### config.mk
export PLATFORM = sky130hd
export DESIGN_NAME = mat_mem_arbiter
export DESIGN_NICKNAME = d
export VERILOG_FILES = /design/src/rtl/mat_mem_arbiter.sv
export SDC_FILE = /design/constraint.sdc
export NUM_CORES = 1
export LEC_CHECK = 0
export ABC_CLOCK_PERIOD_IN_PS = 7900
export BUFFER_PORTS_ARGS = -buffer_cell sky130_fd_sc_hd__buf_2
export CAP_MARGIN = 10
export CORE_ASPECT_RATIO = 0.5
export CORE_MARGIN = 3
export CORE_UTILIZATION = 51
export DETAILED_ROUTE_END_ITERATION = 12
export PLACE_DENSITY = 0.95
export REMOVE_ABC_BUFFERS = 1
export SKIP_CTS_REPAIR_TIMING = 1
export SLEW_MARGIN = 15
export SYNTH_ARGS = -nofsm -noshare
export SYNTH_HDL_FRONTEND = slang
export SYNTH_SLANG_ARGS = --single-unit
### constraint.sdc
create_clock -name clk -period 7.9 [get_ports clk]
set_input_delay 1.58 -clock clk [delete_from_list [all_inputs] [get_ports clk]]
set_output_delay 1.58 -clock clk [all_outputs]
set_load 0.02 [all_outputs]
### src/rtl/mat_mem_arbiter.sv
// Round-robin arbiter for the shared single-port matrix RAM.
// Four requesters, burst grants, tagged read return, hold watchdog.
module mat_mem_arbiter #(
  parameter int ADDR_W   = 8,
  parameter int DATA_W   = 8,
  parameter int MAX_HOLD = 1024
) (
  input  logic                  clk,
  input  logic                  rst_n,
  input  logic [3:0]            req_i,
  input  logic [3:0]            we_i,
  input  logic [4*ADDR_W-1:0]   addr_i,
  input  logic [4*DATA_W-1:0]   wdata_i,
  output logic [3:0]            gnt_o,
  output logic [3:0]            rvalid_o,
  output logic [DATA_W-1:0]     rdata_o,
  output logic                  mem_en,
  output logic                  mem_we,
  output logic [ADDR_W-1:0]     mem_addr,
  output logic [DATA_W-1:0]     mem_wdata,
  input  logic [DATA_W-1:0]     mem_rdata,
  output logic                  busy_o,
  output logic                  hold_err_o
);

  localparam int CW = $clog2(MAX_HOLD + 1);

  typedef enum logic {
    IDLE,
    OWN
  } state_t;

  state_t            r_state;
  state_t            w_state_nxt;
  logic [3:0]        r_gnt;
  logic [3:0]        w_gnt_nxt;
  logic [1:0]        r_last;
  logic [1:0]        w_last_nxt;
  logic [1:0]        w_idx;
  logic [3:0]        r_blocked;
  logic [3:0]        w_blocked_nxt;
  logic [3:0]        w_elig;
  logic [CW-1:0]     r_hold_cnt;
  logic [CW-1:0]     w_hold_nxt;
  logic              w_force;
  logic              w_found;
  logic              r_busy;
  logic              r_hold_err;
  logic              r_rd_pend;
  logic [1:0]        r_rd_idx;
  logic [3:0]        r_rvalid;
  logic [DATA_W-1:0] r_rdata;

  // Forward the owner's access to the RAM while it keeps requesting.
  always_comb begin
    mem_en    = 1'b0;
    mem_we    = 1'b0;
    mem_addr  = '0;
    mem_wdata = '0;
    for (int k = 0; k < 4; k++) begin
      if (r_gnt[k] && req_i[k]) begin
        mem_en    = 1'b1;
        mem_we    = we_i[k];
        mem_addr  = addr_i[k*ADDR_W +: ADDR_W];
        mem_wdata = wdata_i[k*DATA_W +: DATA_W];
      end
    end
  end

  // Arbitration, release and watchdog next-state logic.
  always_comb begin
    w_state_nxt = r_state;
    w_gnt_nxt   = r_gnt;
    w_last_nxt  = r_last;
    w_hold_nxt  = r_hold_cnt;
    w_force     = 1'b0;
    w_found     = 1'b0;
    w_idx       = '0;
    w_elig      = req_i & ~r_blocked;
    unique case (r_state)
      IDLE: begin
        for (int i = 1; i <= 4; i++) begin
          w_idx = r_last + 2'(i);
          if (!w_found && w_elig[w_idx]) begin
            w_found     = 1'b1;
            w_last_nxt  = w_idx;
            w_gnt_nxt   = 4'b0001 << w_idx;
            w_hold_nxt  = '0;
            w_state_nxt = OWN;
          end
        end
      end
      OWN: begin
        if (!mem_en) begin
          w_gnt_nxt   = '0;
          w_state_nxt = IDLE;
        end else begin
          if (r_hold_cnt != CW'(MAX_HOLD))
            w_hold_nxt = r_hold_cnt + CW'(1);
          if (r_hold_cnt == CW'(MAX_HOLD - 1)) begin
            w_force     = 1'b1;
            w_gnt_nxt   = '0;
            w_state_nxt = IDLE;
          end
        end
      end
    endcase
    w_blocked_nxt = (r_blocked & req_i) | ({4{w_force}} & r_gnt);
  end

  // State and grant registers.
  always_ff @(posedge clk or negedge rst_n) begin
    if (!rst_n) begin
      r_state    <= IDLE;
      r_gnt      <= '0;
      r_last     <= 2'd3;
      r_hold_cnt <= '0;
      r_blocked  <= '0;
      r_busy     <= 1'b0;
      r_hold_err <= 1'b0;
    end else begin
      r_state    <= w_state_nxt;
      r_gnt      <= w_gnt_nxt;
      r_last     <= w_last_nxt;
      r_hold_cnt <= w_hold_nxt;
      r_blocked  <= w_blocked_nxt;
      r_busy     <= |w_gnt_nxt;
      r_hold_err <= w_force;
    end
  end

  // Read return pipe: tag the read, then capture RAM data a cycle later.
  always_ff @(posedge clk or negedge rst_n) begin
    if (!rst_n) begin
      r_rd_pend <= 1'b0;
      r_rd_idx  <= '0;
      r_rvalid  <= '0;
      r_rdata   <= '0;
    end else begin
      r_rd_pend <= mem_en & ~mem_we;
      if (mem_en && !mem_we)
        r_rd_idx <= r_last;
      r_rvalid <= r_rd_pend ? (4'b0001 << r_rd_idx) : 4'b0000;
      if (r_rd_pend)
        r_rdata <= mem_rdata;
    end
  end

  assign gnt_o      = r_gnt;
  assign busy_o     = r_busy;
  assign hold_err_o = r_hold_err;
  assign rvalid_o   = r_rvalid;
  assign rdata_o    = r_rdata;

endmodule

* Word level (Yosys, flattened, before mapping) *
Cells that the tools add are included.

storage, ports and cells
  input bits = 82
  logic and storage cells = 111
  output and inout bits = 36
  register bits = 39

operators by class
  muxes and demuxes = 57
  shift-type cells = 5
  eq/ne operators = 5
  magnitude comparators = 4
  reductions and logical operators = 16
  $add $sub $neg = 4
  bitwise operators = 9

operators with widths
  operator                 count
  $mux W11                 6
  $mux W8                  8
  $mux W4                  7
  $mux W1                  26
  $pmux W11 S2             1
  $shl A1 B2 Y4 const A    5
  $and A4 B4 Y4            3
  $lt A2 B3 Y1 const B     4
  $add A11 B1 Y11 const B  1
  $eq A11 B10 Y1 const B   1
  $ne A11 B11 Y1 const B   1
  $bmux W1 S2              4
  $logic_and A1 B1 Y1      8
  $pmux W4 S2              1
  $mux W2                  3
  $reduce_and A3 Y1        2
  $ne A5 B5 Y1 const B     1
  $add A2 B2 Y2 const B    2
  $logic_not A1 Y1         4
  $not A4 Y4               1
  $or A4 B4 Y4             1
  $reduce_or A4 Y1         1
  $not A1 Y1               3
  $reduce_bool A3 Y1       1
  other kinds (5)          5

* Longest topological paths before layout *
  depth in word-level cells = 19
  mapped depth = 9
  depth with buffers taken out = 8

* Worst setup path before layout *
Ideal clock, no wire load.

  kind = input-to-output
  start = input req_i[2]
  end = output mem_addr[0]
  path buffers = 2
  arrival = 3.109 ns
  cell stages on the path = 6
  setup slack = 3.211 ns
  cells stage by stage = and2_1 -> clkbuf_1 -> nor3b_2 -> clkbuf_1 -> a222oi_1 -> a21oi_1

between the ends
  word-level cells in the longest chain between the ends = 3

ends and longest elaborated chain
  what                  RTL line  RTL
  from (decl)           10        input logic [3:0] req_i,
  $logic_and A1 B1 Y1   61        if (r_gnt[k] && req_i[k]) begin
  $mux W8 (2 in a row)  61
  to (decl)             19        output logic [ADDR_W-1:0] mem_addr,

Every way passes these cells.

* Final worst setup path *
  start = input req_i[2]
  end = output mem_we

between the ends
  word-level cells in the longest chain between the ends = 3

ends and longest elaborated chain
  what                  RTL line  RTL
  $logic_and A1 B1 Y1   61
  $mux W1 (2 in a row)  61
  to (decl)             18        output logic mem_we,

Every way passes these cells.

==> results by group <==
Finish
  • Final-stage net count: 464
  • Area Overhead vs Synth: 26.6%
  • Fillers: 354
  • Inserted Diodes: 0
  • Layout cells sized above 1: 39.3%
  • Commonest non-fill, non-tap cell in the layout: buf_2
  • Final instance area: 0.00324 mm2
  • Layout Cells excl Fill: 443
  • Most frequent cells in the layout: buf_2 (117), dfrtp_1 (37), nor2_1 (35), a21oi_1 (26), a222oi_1 (17)

Min path
  • Worst Min Path Start: rdata_o[1]
  • Hold Path Class: reg2reg

Route
  • Via count of the routed design: 2743
  • Via density: 6.19
  • Drt first-iter violations: 237
  • Drt pass-1 iters: 9
  • WL/cell: 17.5 um
  • DRC viols: 0
  • Final wirelength: 7760 um
  • Routed Antenna Nets: 0

Yosys
  • EDFF count, synth: 0
  • Xor/xnor share of the synthesized area: 3.08%
  • Mux contribution to synthesized area: 8.80%
  • Post-Synth Adder-Cell Area: 2.93%
  • Main combinational cell family by area after synthesis: simple AND/OR/NAND/NOR gates
  • Synth unique cells: 49
  • Register area share after synthesis: 38.2%
  • Synth Area in Simple Gates: 22.0%
  • Cell area after synthesis: 0.00256 mm2
  • Area leader, netlist: dfrtp_1
  • Synthesis Warnings: 0
  • Asr flop ratio synth: 100%
  • Flop and latch count out of synthesis: 39
  • Synth top area cells: dfrtp_1 (36%), a222oi_1 (6.7%), nor2_1 (5.1%), a21oi_1 (5.1%), mux4_2 (4.4%)
  • Synth Area in Compound Gates: 21.4%
  • Mapped Cells: 267
  • Area fraction of the dominant cell type after synthesis: 36.2%
  • Synth Area per Inst: 9.58 um2
  • Post-synth top flop: dfrtp_1

Timing
  • PnR worst setup slack: 2.60 ns
  • Fmax: 189 MHz
  • # setup viols final: 0
  • Skew final: 0.00929 ns
  • Worst-Margin Slew: 1.12 ns
  • Slew Limit Fails: 0
  • Final min period: 5.30 ns
  • RSZ-0062 raised after global routing: no
  • Slew HR: 24.3%
  • Fin crit share: 67.1%
  • Hold violation count in the final report: 0
  • Setup TNS: 0 ns

Clock network
  • Root Buffer: clkbuf_8
  • Clk pin slew, worst setup/hold paths: 0.08 ns
  • CTS tree: done
  • Number of buffers created by CTS: 5
  • TritonCTS Sinks: 39
  • Latest clock arrival within the worst-skew pair: 0.30 ns
  • Longest Clk Path Bufs: 2
  • H-tree depth: 2

Critical path
  • Worst-path fanout max: 20
  • RR Endpoint: busy_o
  • Worst Reg-to-Reg Cells: 6
  • Launch point of the worst path: req_i[2]
  • R2R Path Start: gnt_o[3]
  • Req. time, crit path: 6.32 ns
  • Crit start category: input port
  • Arr. time, crit path: 3.72 ns
  • R2R Setup Slk: 4.60 ns
  • CP Capture Point: mem_we
  • Critical path class: in2out
  • Critical Path End Type: output port

Die
  • Core ar.: 0.00462 mm2
  • Starting density of the core: 55.4%
  • Die area: 0.00595 mm2
  • Ports: 118
  • FP Rows: 17
  • Die X: 106 um
  • Die span in y: 56.1 um

Place
  • DP HPWL: 5830 um
  • Pre-CTS WS: 2.71 ns
  • GP Congestion: 0.910
  • Post-DP Area: 0.00315 mm2
  • Port bufs: 117
  • Dpl cells: 435

Power and ir drop
  • Static leakage: 0.00152 uW
  • Peak supply drop: 0.142 mV
  • PD cells: 336 mW/mm2

Job
  • Max cap viols: 0

Global routing
  • Vias in the first global route: 2729
  • Largest net degree at the start of global routing: 40
  • GRT Residual Overflow: 0
  • Initial antenna violation count: 0
  • Total GRT Usage: 25.8%
  • First-pass GRT wire length: 12600 um

Outcome
  • Status: finished clean
layer usage:
| layer | track usage (%) | up-vias | share of wire, % |
|---|---|---|---|
| li1 | - | 1246 | - |
| met1 | 30.9 | 1304 | 39 |
| met2 | 44.7 | 164 | 50 |
| met3 | 5.10 | 29 | 7.1 |
| met4 | 12.7 | 0 | 3.5 |
| met5 | 0 | - | 0 |
sequential cells by signal, indices dropped and copies added, names as in the netlist:
signal	cells
r_hold_cnt	11
rdata_o	8
gnt_o	4
r_blocked	4
rvalid_o	4
r_last	2
r_rd_idx	2
busy_o	1
hold_err_o	1
r_rd_pend	1
r_state	1
worst max-delay path, cell delays in order:
cell	delay [ns]
buf_2	0.12
and2_1	0.37
nor3b_2	0.93
a222oi_1	0.27
a21oi_1	0.24
buf_2	0.21
worst min-delay path by stage:
| stage | end | slack, ns | depth (start not counted) |
|---|---|---|---|
| 2_1_floorplan | rvalid_o[1] | 0.44 | 1 |
| 3_3_place_gp | rvalid_o[1] | 0.48 | 1 |
| 3_5_place_dp | rdata_o[0] | 0.50 | 1 |
| 4_1_cts | rvalid_o[1] | 0.51 | 1 |
| 5_1_grt | rdata_o[7] | 0.53 | 1 |
| 6_report | rdata_o[1] | 0.51 | 1 |
power breakdown:
part           switching (uW)  internal (uW)
sequential               76.8            262
combinational             361            256
clock                    69.8           61.7
stage by stage:
step                util [%]  hold WS (ns)  power (uW)
CTS                     70.2         0.511        1080
global route            70.2         0.532        1160
global placement        68.3         0.479         920
floorplan                  -         0.442         757
finish                  70.2         0.510        1090
detailed placement      68.3         0.497         948
final cells by class:
class	instances	area, um2	share of cell area [%]
timing repair buffer	117	586	18.1
inverter	5	18.8	0.579
clock inverter	2	12.5	0.386
tap	66	82.6	2.55
multi-input combinational	208	1490	46.0
sequential	39	978	30.2
clock buffer	6	72.6	2.24
synthesized netlist by cell type, types with 5 or more instances:
cell type	n
and2_1	5
a22o_1	6
nor3_1	9
nand2_1	13
mux2_2	8
a21oi_1	26
nor4_1	9
a222oi_1	17
clkbuf_1	11
xnor2_1	9
nand3_1	9
mux4_2	5
o21ai_0	5
nor2_1	35
dfrtp_1	37
ha_1	6
cell families after synthesis:
logic type	after synthesis
adder cells (fa/ha/maj)	6
AO/OA/AOI/OAI	72
multiplexers	15
XOR/XNOR	9
flip-flops	39
AND/OR/NAND/NOR	106
buffers and inverters	20
(Power assumes the default switching activity.)
